==> src/rtl/uart_rx_ctrl.sv <==
// UART receive-path controller: baud-generator enable/divisor, frame tracking and a 4-entry show-ahead byte FIFO.
// Optional idle-timeout flag is built when UART_RX_CTRL_TIMEOUT_EN is defined.
module uart_rx_ctrl #(
   parameter int BITWIDTH     = 8,
   parameter int DIV_W        = 8,
   parameter int RESET_DIV    = 196,
   parameter int OSR          = 16,
   parameter int TIMEOUT_BITS = 4
) (
   input  logic                clk,
   input  logic                reset_n,
   input  logic                rx,
   input  logic                s_tick,
   input  logic                rx_done_tick,
   input  logic [BITWIDTH-1:0] rx_dout,
   output logic                bgen_enable,
   output logic [DIV_W-1:0]    bgen_final_value,
   input  logic                cfg_en,
   input  logic                cfg_wr,
   input  logic [DIV_W-1:0]    cfg_div,
   output logic                cfg_pending,
   output logic                busy,
   input  logic                flush,
   output logic                m_valid,
   output logic [BITWIDTH-1:0] m_data,
   input  logic                m_ready,
   output logic [2:0]          fifo_count,
   output logic                overrun,
   input  logic                ovr_clr,
   output logic                timeout_irq
);

   typedef enum logic [1:0] {S_OFF, S_IDLE, S_BUSY} state_t;

   state_t state, state_nx;

   logic [DIV_W-1:0]    pend_div;
   logic [BITWIDTH-1:0] mem [4];
   logic [1:0]          wptr, rptr, rptr_nx;
   logic [2:0]          count;
   logic [BITWIDTH-1:0] head_nx;
   logic                push_req, push_do, pop, full, ovr_ev;

   always_ff @(posedge clk) begin
      if (!reset_n) state <= S_OFF;
      else          state <= state_nx;
   end

   always_comb begin
      state_nx = state;
      unique case (state)
         S_OFF:   if (cfg_en)       state_nx = S_IDLE;
         S_IDLE:  if (!rx)          state_nx = S_BUSY;
         S_BUSY:  if (rx_done_tick) state_nx = S_IDLE;
         default:                   state_nx = S_OFF;
      endcase
      if (!cfg_en) state_nx = S_OFF;
   end

   assign bgen_enable = (state != S_OFF);
   assign busy        = (state == S_BUSY);

   // The divisor only moves when no frame is being sampled with it.
   always_ff @(posedge clk) begin
      if (!reset_n) begin
         bgen_final_value <= DIV_W'(RESET_DIV);
         pend_div         <= DIV_W'(RESET_DIV);
         cfg_pending      <= 1'b0;
      end else if (cfg_wr) begin
         pend_div    <= cfg_div;
         cfg_pending <= 1'b1;
      end else if (cfg_pending && state != S_BUSY) begin
         bgen_final_value <= pend_div;
         cfg_pending      <= 1'b0;
      end
   end

   assign full     = (count == 3'd4);
   assign m_valid  = (count != 3'd0);
   assign pop      = m_valid && m_ready;
   assign push_req = rx_done_tick && (state != S_OFF);
   assign push_do  = push_req && (!full || pop) && !flush;
   assign ovr_ev   = push_req && full && !pop && !flush;
   assign rptr_nx  = rptr + 2'(pop);
   // Head after this edge: bypass the incoming byte when it lands in the slot being exposed.
   assign head_nx  = (push_do && wptr == rptr_nx) ? rx_dout : mem[rptr_nx];

   always_ff @(posedge clk) begin
      if (push_do) mem[wptr] <= rx_dout;
   end

   always_ff @(posedge clk) begin
      if (!reset_n) begin
         wptr    <= 2'd0;
         rptr    <= 2'd0;
         count   <= 3'd0;
         m_data  <= '0;
         overrun <= 1'b0;
      end else begin
         if (flush) begin
            wptr  <= 2'd0;
            rptr  <= 2'd0;
            count <= 3'd0;
         end else begin
            if (push_do) wptr <= wptr + 2'd1;
            rptr   <= rptr_nx;
            count  <= count + 3'(push_do) - 3'(pop);
            m_data <= head_nx;
         end
         if (ovr_ev)       overrun <= 1'b1;
         else if (ovr_clr) overrun <= 1'b0;
      end
   end

   assign fifo_count = count;

`ifdef UART_RX_CTRL_TIMEOUT_EN
   localparam int TERM = TIMEOUT_BITS * OSR;
   localparam int TO_W = $clog2(TERM + 1);

   logic [TO_W-1:0] to_cnt;
   logic            to_flag, to_inc;

   assign to_inc = s_tick && (state == S_IDLE) && m_valid && (to_cnt != TO_W'(TERM));

   // Any FIFO activity restarts the idle measurement and withdraws the flag.
   always_ff @(posedge clk) begin
      if (!reset_n) begin
         to_cnt  <= '0;
         to_flag <= 1'b0;
      end else if (push_req || pop || flush) begin
         to_cnt  <= '0;
         to_flag <= 1'b0;
      end else if (to_inc) begin
         to_cnt <= to_cnt + TO_W'(1);
         if (to_cnt == TO_W'(TERM - 1)) to_flag <= 1'b1;
      end
   end

   assign timeout_irq = to_flag;
`else
   logic unused_tick;
   assign unused_tick = s_tick | (OSR == 0) | (TIMEOUT_BITS == 0);
   assign timeout_irq = 1'b0;
`endif

endmodule

==> config.mk <==
export PLATFORM = sky130hd
export DESIGN_NAME = uart_rx_ctrl
export DESIGN_NICKNAME = d
export VERILOG_FILES = /design/src/rtl/uart_rx_ctrl.sv
export SDC_FILE = /design/constraint.sdc
export NUM_CORES = 1
export LEC_CHECK = 0
export BUFFER_PORTS_ARGS = -buffer_cell sky130_fd_sc_hd__buf_2
export CAP_MARGIN = 20
export CORE_MARGIN = 10
export CORE_UTILIZATION = 40
export CTS_BUF_LIST = sky130_fd_sc_hd__clkbuf_2 sky130_fd_sc_hd__clkbuf_4 sky130_fd_sc_hd__clkbuf_8
export DETAILED_ROUTE_END_ITERATION = 10
export PLACE_DENSITY = 0.57
export SETUP_SLACK_MARGIN = 0.05
export SLEW_MARGIN = 25
export SYNTH_ARGS = -nofsm -noshare
export SYNTH_HDL_FRONTEND = slang
export SYNTH_SLANG_ARGS = --single-unit
==> constraint.sdc <==
create_clock -name clk -period 3.8 [get_ports clk]
set_input_delay 0.38 -clock clk [delete_from_list [all_inputs] [get_ports clk]]
set_output_delay 0.38 -clock clk [all_outputs]
set_load 0.02 [all_outputs]
; ---- Word-level counts from Yosys, hierarchy flattened
; Memories as Yosys holds them, arrays and structs flattened. A register that Yosys moved wholly into a read port is not among the register bits.
; Index checks and enable logic that the tools add are counted.
[classes]
bitwise_logic = 2
reduce_logical = 23
eq_ne = 6
muxes = 9
n_addsub = 4
[ops]
columns = operator, count
row1 = $logic_and A1 B1 Y1, 8
row2 = $mux W1, 6
row3 = $ne A2 B2 Y1 const B, 3
row4 = $pmux W2 S3, 1
row5 = $reduce_and A2 Y1, 3
row6 = $reduce_bool A2 Y1, 3
row7 = $logic_not A1 Y1, 5
row8 = $mux W2, 2
row9 = $add A3 B1 Y3, 1
row10 = $eq A3 B3 Y1 const B, 1
row11 = $reduce_bool A3 Y1, 1
row12 = $sub A3 B1 Y3, 1
row13 = $add A2 B1 Y2, 1
row14 = $add A2 B1 Y2 const B, 1
row15 = $eq A2 B1 Y1 const B, 1
row16 = $eq A2 B2 Y1 const B, 1
row17 = $logic_not A2 Y1, 1
row18 = $not A1 Y1, 2
row19 = $reduce_or A2 Y1, 1
row20 = $logic_or A1 B1 Y1, 1
[word_totals]
reg_bits = 27
mem_bits_rw = 32
word_cells = 53
out_inout_bits = 25
mem_count = 1
input_bits = 26
[memory_table]
columns = memory, words, width, read_ports, rd_clocked_by_memory_dff, write_ports, line_no
row1 = mem, 4, 8, 1, 1, 1, 38  ; logic [BITWIDTH-1:0] mem [4];

; ---- Longest topological paths before layout
[depth]
depth_word = 7
mapped_depth = 10

; ---- Worst setup path after synthesis
; OpenSTA, ideal clock, no wires.
[synth_path]
path_type = reg-to-reg
startpoint = register count[0], in the netlist fifo_count[0]
endpoint = register m_data[7] (read register of mem)
path_stages_with_launch = 7
path_buffers = 1
arrival_ns = 2.473
setup_time_ns = 0.122
period_less_slack_ns = 2.595
slack_ns = 1.205
cell_sequence = dfxtp_1 or3_1 and2_1 ha_1 clkbuf_2 mux4_1 a221o_1
[synth_between]
elab_chain_cells = 3
[synth_lines]
columns = element, line_no
row1 = "start, declared", 40  ; logic [2:0] count;
row2 = "start signal, assigned", 107  ; count <= count + 3'(push_do) - 3'(pop);
row3 = $reduce_bool A3 Y1, 79  ; assign m_valid = (count != 3'd0);
row4 = net m_valid, 24  ; output logic m_valid,
row5 = $logic_and A1 B1 Y1, 80  ; assign pop = m_valid && m_ready;
row6 = $add A2 B1 Y2, 84  ; assign rptr_nx = rptr + 2'(pop);
row7 = net rptr_nx[0], 39  ; logic [1:0] wptr, rptr, rptr_nx;
row8 = "end, declared", 25  ; output logic [BITWIDTH-1:0] m_data,
; The timed path passes the listed nets, and every way through them passes these cells.
; A chain may end at the register's enable or synchronous reset.

; ---- Final worst setup path
[layout_path]
startpoint = register count[1], in the netlist fifo_count[1]
endpoint = register m_data[7] (read register of mem)
[layout_between]
elab_chain_cells = 3
[layout_lines]
columns = element, line_no
row1 = $reduce_bool A3 Y1, 79
row2 = $logic_and A1 B1 Y1, 80
row3 = $add A2 B1 Y2, 84
row4 = net rptr_nx[0], 39
; The timed path passes the listed nets, and every way through them passes these cells.

==> impl_metrics.yaml <==
outcome:
  run_status: "finished, final reports clean"
route:
  detail_route.wirelength_um: 5316
  detailroute.via_count: 1595
  detail_route.drc_violations: 0
  avgViaCountPerCell: 4.664
  drt_iter0_drc: 69
  drt_pre_antenna_iters: 4
  drt-wirelength-per-cell_um: 15.54
  antenna_left: 0
timing:
  hold_ws_ns: 0.2665
  timing.setup.tns_ns: 0
  timing.final.max_slew_violations: 0
  achievable-frequency_ghz: 0.3873
  maxSlewHeadroom_pct: 64.04
  worst_pin_slew_ns: 0.5371
  fin_worst_skew_ns: 0.008193
  period_utilisation_layout_pct: 67.94
  grt_setup_unrepaired: "no"
  finalSetupViolations: 0
  setup_ws_ns: 1.218
  finalCriticalPeriod_ns: 2.582
  timing.final.hold_violations: 0
setup_path:
  regToRegStartpoint: "fifo_count[1]$_SDFF_PP0_"
  worstSetupStartpointType: "flop"
  crit_required_ns: 4.02
  rrSetupSlack_ns: 1.22
  critical_path.max_fanout: 10
  worst-r2r-cell-count: 5
  critical_path.reg2reg.endpoint: "m_data[7]$_SDFFE_PN0N_"
  crit_type: "reg -> reg"
  cp-end-kind: "flop"
  cp_data_arrival_time_ns: 2.80
synthesis:
  summed_instance_area_of_the_synthesized_netlist_um2: 2783
  synth.most_common_cell: "sky130_fd_sc_hd__dfxtp_1"
  syn-instance-count: 190
  synth.distinct_cells: 39
  synth_fp_nets: 224
  ys.flop_type: "sky130_fd_sc_hd__dfxtp_1"
  async_flop_share_pct: 0
  synth-seq-area-share_pct: 59.71
  syn-mean-instance-area_um2: 14.65
  yosys.area.top_type_share_pct: 34.53
  synthesis.yosys.warnings: 0
  synth-edff-count: 32
  synth_area_leader_cell: "sky130_fd_sc_hd__edfxtp_1"
  synth_top_cells_by_area: "sky130_fd_sc_hd__edfxtp_1 35%, sky130_fd_sc_hd__dfxtp_1 25%, sky130_fd_sc_hd__mux4_1 7.6%"
  number_of_synthesized_register_bits: 67
  top_cells_by_instance_count_after_synthesis: "35 x sky130_fd_sc_hd__dfxtp_1, 32 x sky130_fd_sc_hd__edfxtp_1, 17 x sky130_fd_sc_hd__mux2i_1, 15 x sky130_fd_sc_hd__nor2b_1, 9 x sky130_fd_sc_hd__and2_1"
clock_tree:
  cts_h_tree_depth: 3
  cts_made_buffers: 9
  post_cts_buffers: 0
  tritoncts: "done"
  ctsRootBufferMaster: "sky130_fd_sc_hd__clkbuf_8"
  cts_sinks: 67
  post_cts_hold_buffer_count: 0
  cts_max_path_buffers: 2
  cts_resized: 0
  clk_pin_slew_worst_paths_ns: 0.07
  clk_latency_ns: 0.33
pwr:
  powerDensity_nw_per_um2: 463.8
  max-vdd-ir-drop_uv: 249.1
  leakage_nw: 1.336
grt:
  first_pass_grt_wire_length_um: 8280
  globalRoute.totalOverflow: 0
  grt_start_max_net_pins: 30
  first_global_vias: 1613
  grt_antenna_before_repair: 0
  grt.total_usage_pct: 10.41
placed_design:
  routabilityCongestion: 0.7280
  detailedPlace.worstSlack_ns: 1.201
  port_buffers: 48
  place_hpwl_um: 3660
floorplanning:
  io-pin-count: 51
  rows: 30
  die_h_um: 103.4
  floorplan.initialDensity_pct: 40.96
  die-area_um2: 10690
  chipWidth_um: 103.4
  area_of_the_core_um2: 6794
final_layout:
  drive_gt1_share_pct: 33.33
  antenna-diode-count: 0
  postLayoutCoreUtil_pct: 48.80
  area_growth_syn_to_layout_pct: 19.15
  num-nets-final: 275
flow_run:
  maxCapViolations: 0
min_path:
  worst_hold_path.endpoint: "pend_div[7]$_SDFFE_PN1P_"
  hold_path.class: "in -> reg"
  hold_path_depth: 3
  min_from: "cfg_div[7]"
[through the flow]
stage | area, um^2 | instances | power, mW
floorplan | 2783 | 190 | 0.8642
global placement | 3090 | 326 | 0.9016
detailed placement | 3090 | 326 | 0.9033
CTS | 3316 | 342 | 1.558
global route | 3316 | 342 | 1.604
finish | 3316 | 342 | 1.538
[flip-flops by register name (all words and copies together) (netlist names)]
signal            count
fifo_count            3
pend_div              8
mem                  32
wptr                  2
bgen_final_value      8
state                 2
overrun               1
m_data                8
cfg_pending           1
rptr                  2
[layer usage]
metal | GRT usage, % | part of all wire [%]
met1 | 12.44 | 43
met2 | 16.37 | 50
met3 | 3.189 | 5.0
met4 | 5.775 | 1.8
met5 | 0 | 0
[critical path, cell delays in order, from the launching register on]
cell	delay [ns]
sky130_fd_sc_hd__dfxtp_1	0.35
sky130_fd_sc_hd__or3_1	0.37
sky130_fd_sc_hd__and2_1	0.19
sky130_fd_sc_hd__ha_1	0.59
sky130_fd_sc_hd__mux4_1	0.61
sky130_fd_sc_hd__a221o_1	0.35
[where the power goes]
group | switching (mW) | total (mW) | internal, mW
Clock | 0.265 | 0.652 | 0.387
Sequential | 0.00930 | 0.781 | 0.772
Combinational | 0.0582 | 0.104 | 0.0459
[area by class of cell]
| cell class | count | area, um^2 |
|---|---|---|
| clock buffer | 10 | 137.6 |
| inverter | 9 | 36.28 |
| fill | 591 | 3478 |
| timing repair buffer | 49 | 247.7 |
| sequential | 67 | 1662 |
| clock inverter | 6 | 87.58 |
| multi-input combinational | 105 | 1025 |
| tap | 96 | 120.1 |
[worst max-delay path by stage]
stage	from	endpoint	cells after the start
finish	fifo_count[1]$_SDFF_PP0_	m_data[7]$_SDFFE_PN0N_	5
floorplan	fifo_count[0]$_SDFF_PP0_	m_data[7]$_SDFFE_PN0N_	6
CTS	fifo_count[1]$_SDFF_PP0_	m_data[7]$_SDFFE_PN0N_	5
global placement	fifo_count[1]$_SDFF_PP0_	m_data[4]$_SDFFE_PN0N_	5
detailed placement	flush	fifo_count[2]$_SDFF_PP0_	10
global route	fifo_count[1]$_SDFF_PP0_	m_data[7]$_SDFFE_PN0N_	5
[placed cells by master (no fill, tap or decap), types with 8 or more instances in the layout]
cell / instances
sky130_fd_sc_hd__buf_2: 48
sky130_fd_sc_hd__and2_1: 9
sky130_fd_sc_hd__mux2i_1: 17
sky130_fd_sc_hd__mux4_1: 8
sky130_fd_sc_hd__a221o_1: 8
sky130_fd_sc_hd__edfxtp_1: 32
sky130_fd_sc_hd__dfxtp_1: 35
sky130_fd_sc_hd__clkbuf_8: 10
sky130_fd_sc_hd__nor2b_1: 15
[cell families (layout without fill, tap and decap cells)]
kind of cell | after synthesis | count (layout) | synth area share (%)
simple gates | 52 | 52 | 12.32
mux | 25 | 25 | 13.67
compound gates | 13 | 13 | 4.272
fa+ha+maj | 8 | 8 | 3.867
flops | 67 | 67 | 59.71
xor+xnor | 6 | 6 | 2.563
other cells | 1 | 1 | 0.1348
buf+inv | 18 | 74 | 3.462
No activity file was read; power rests on OpenSTA's default activity.
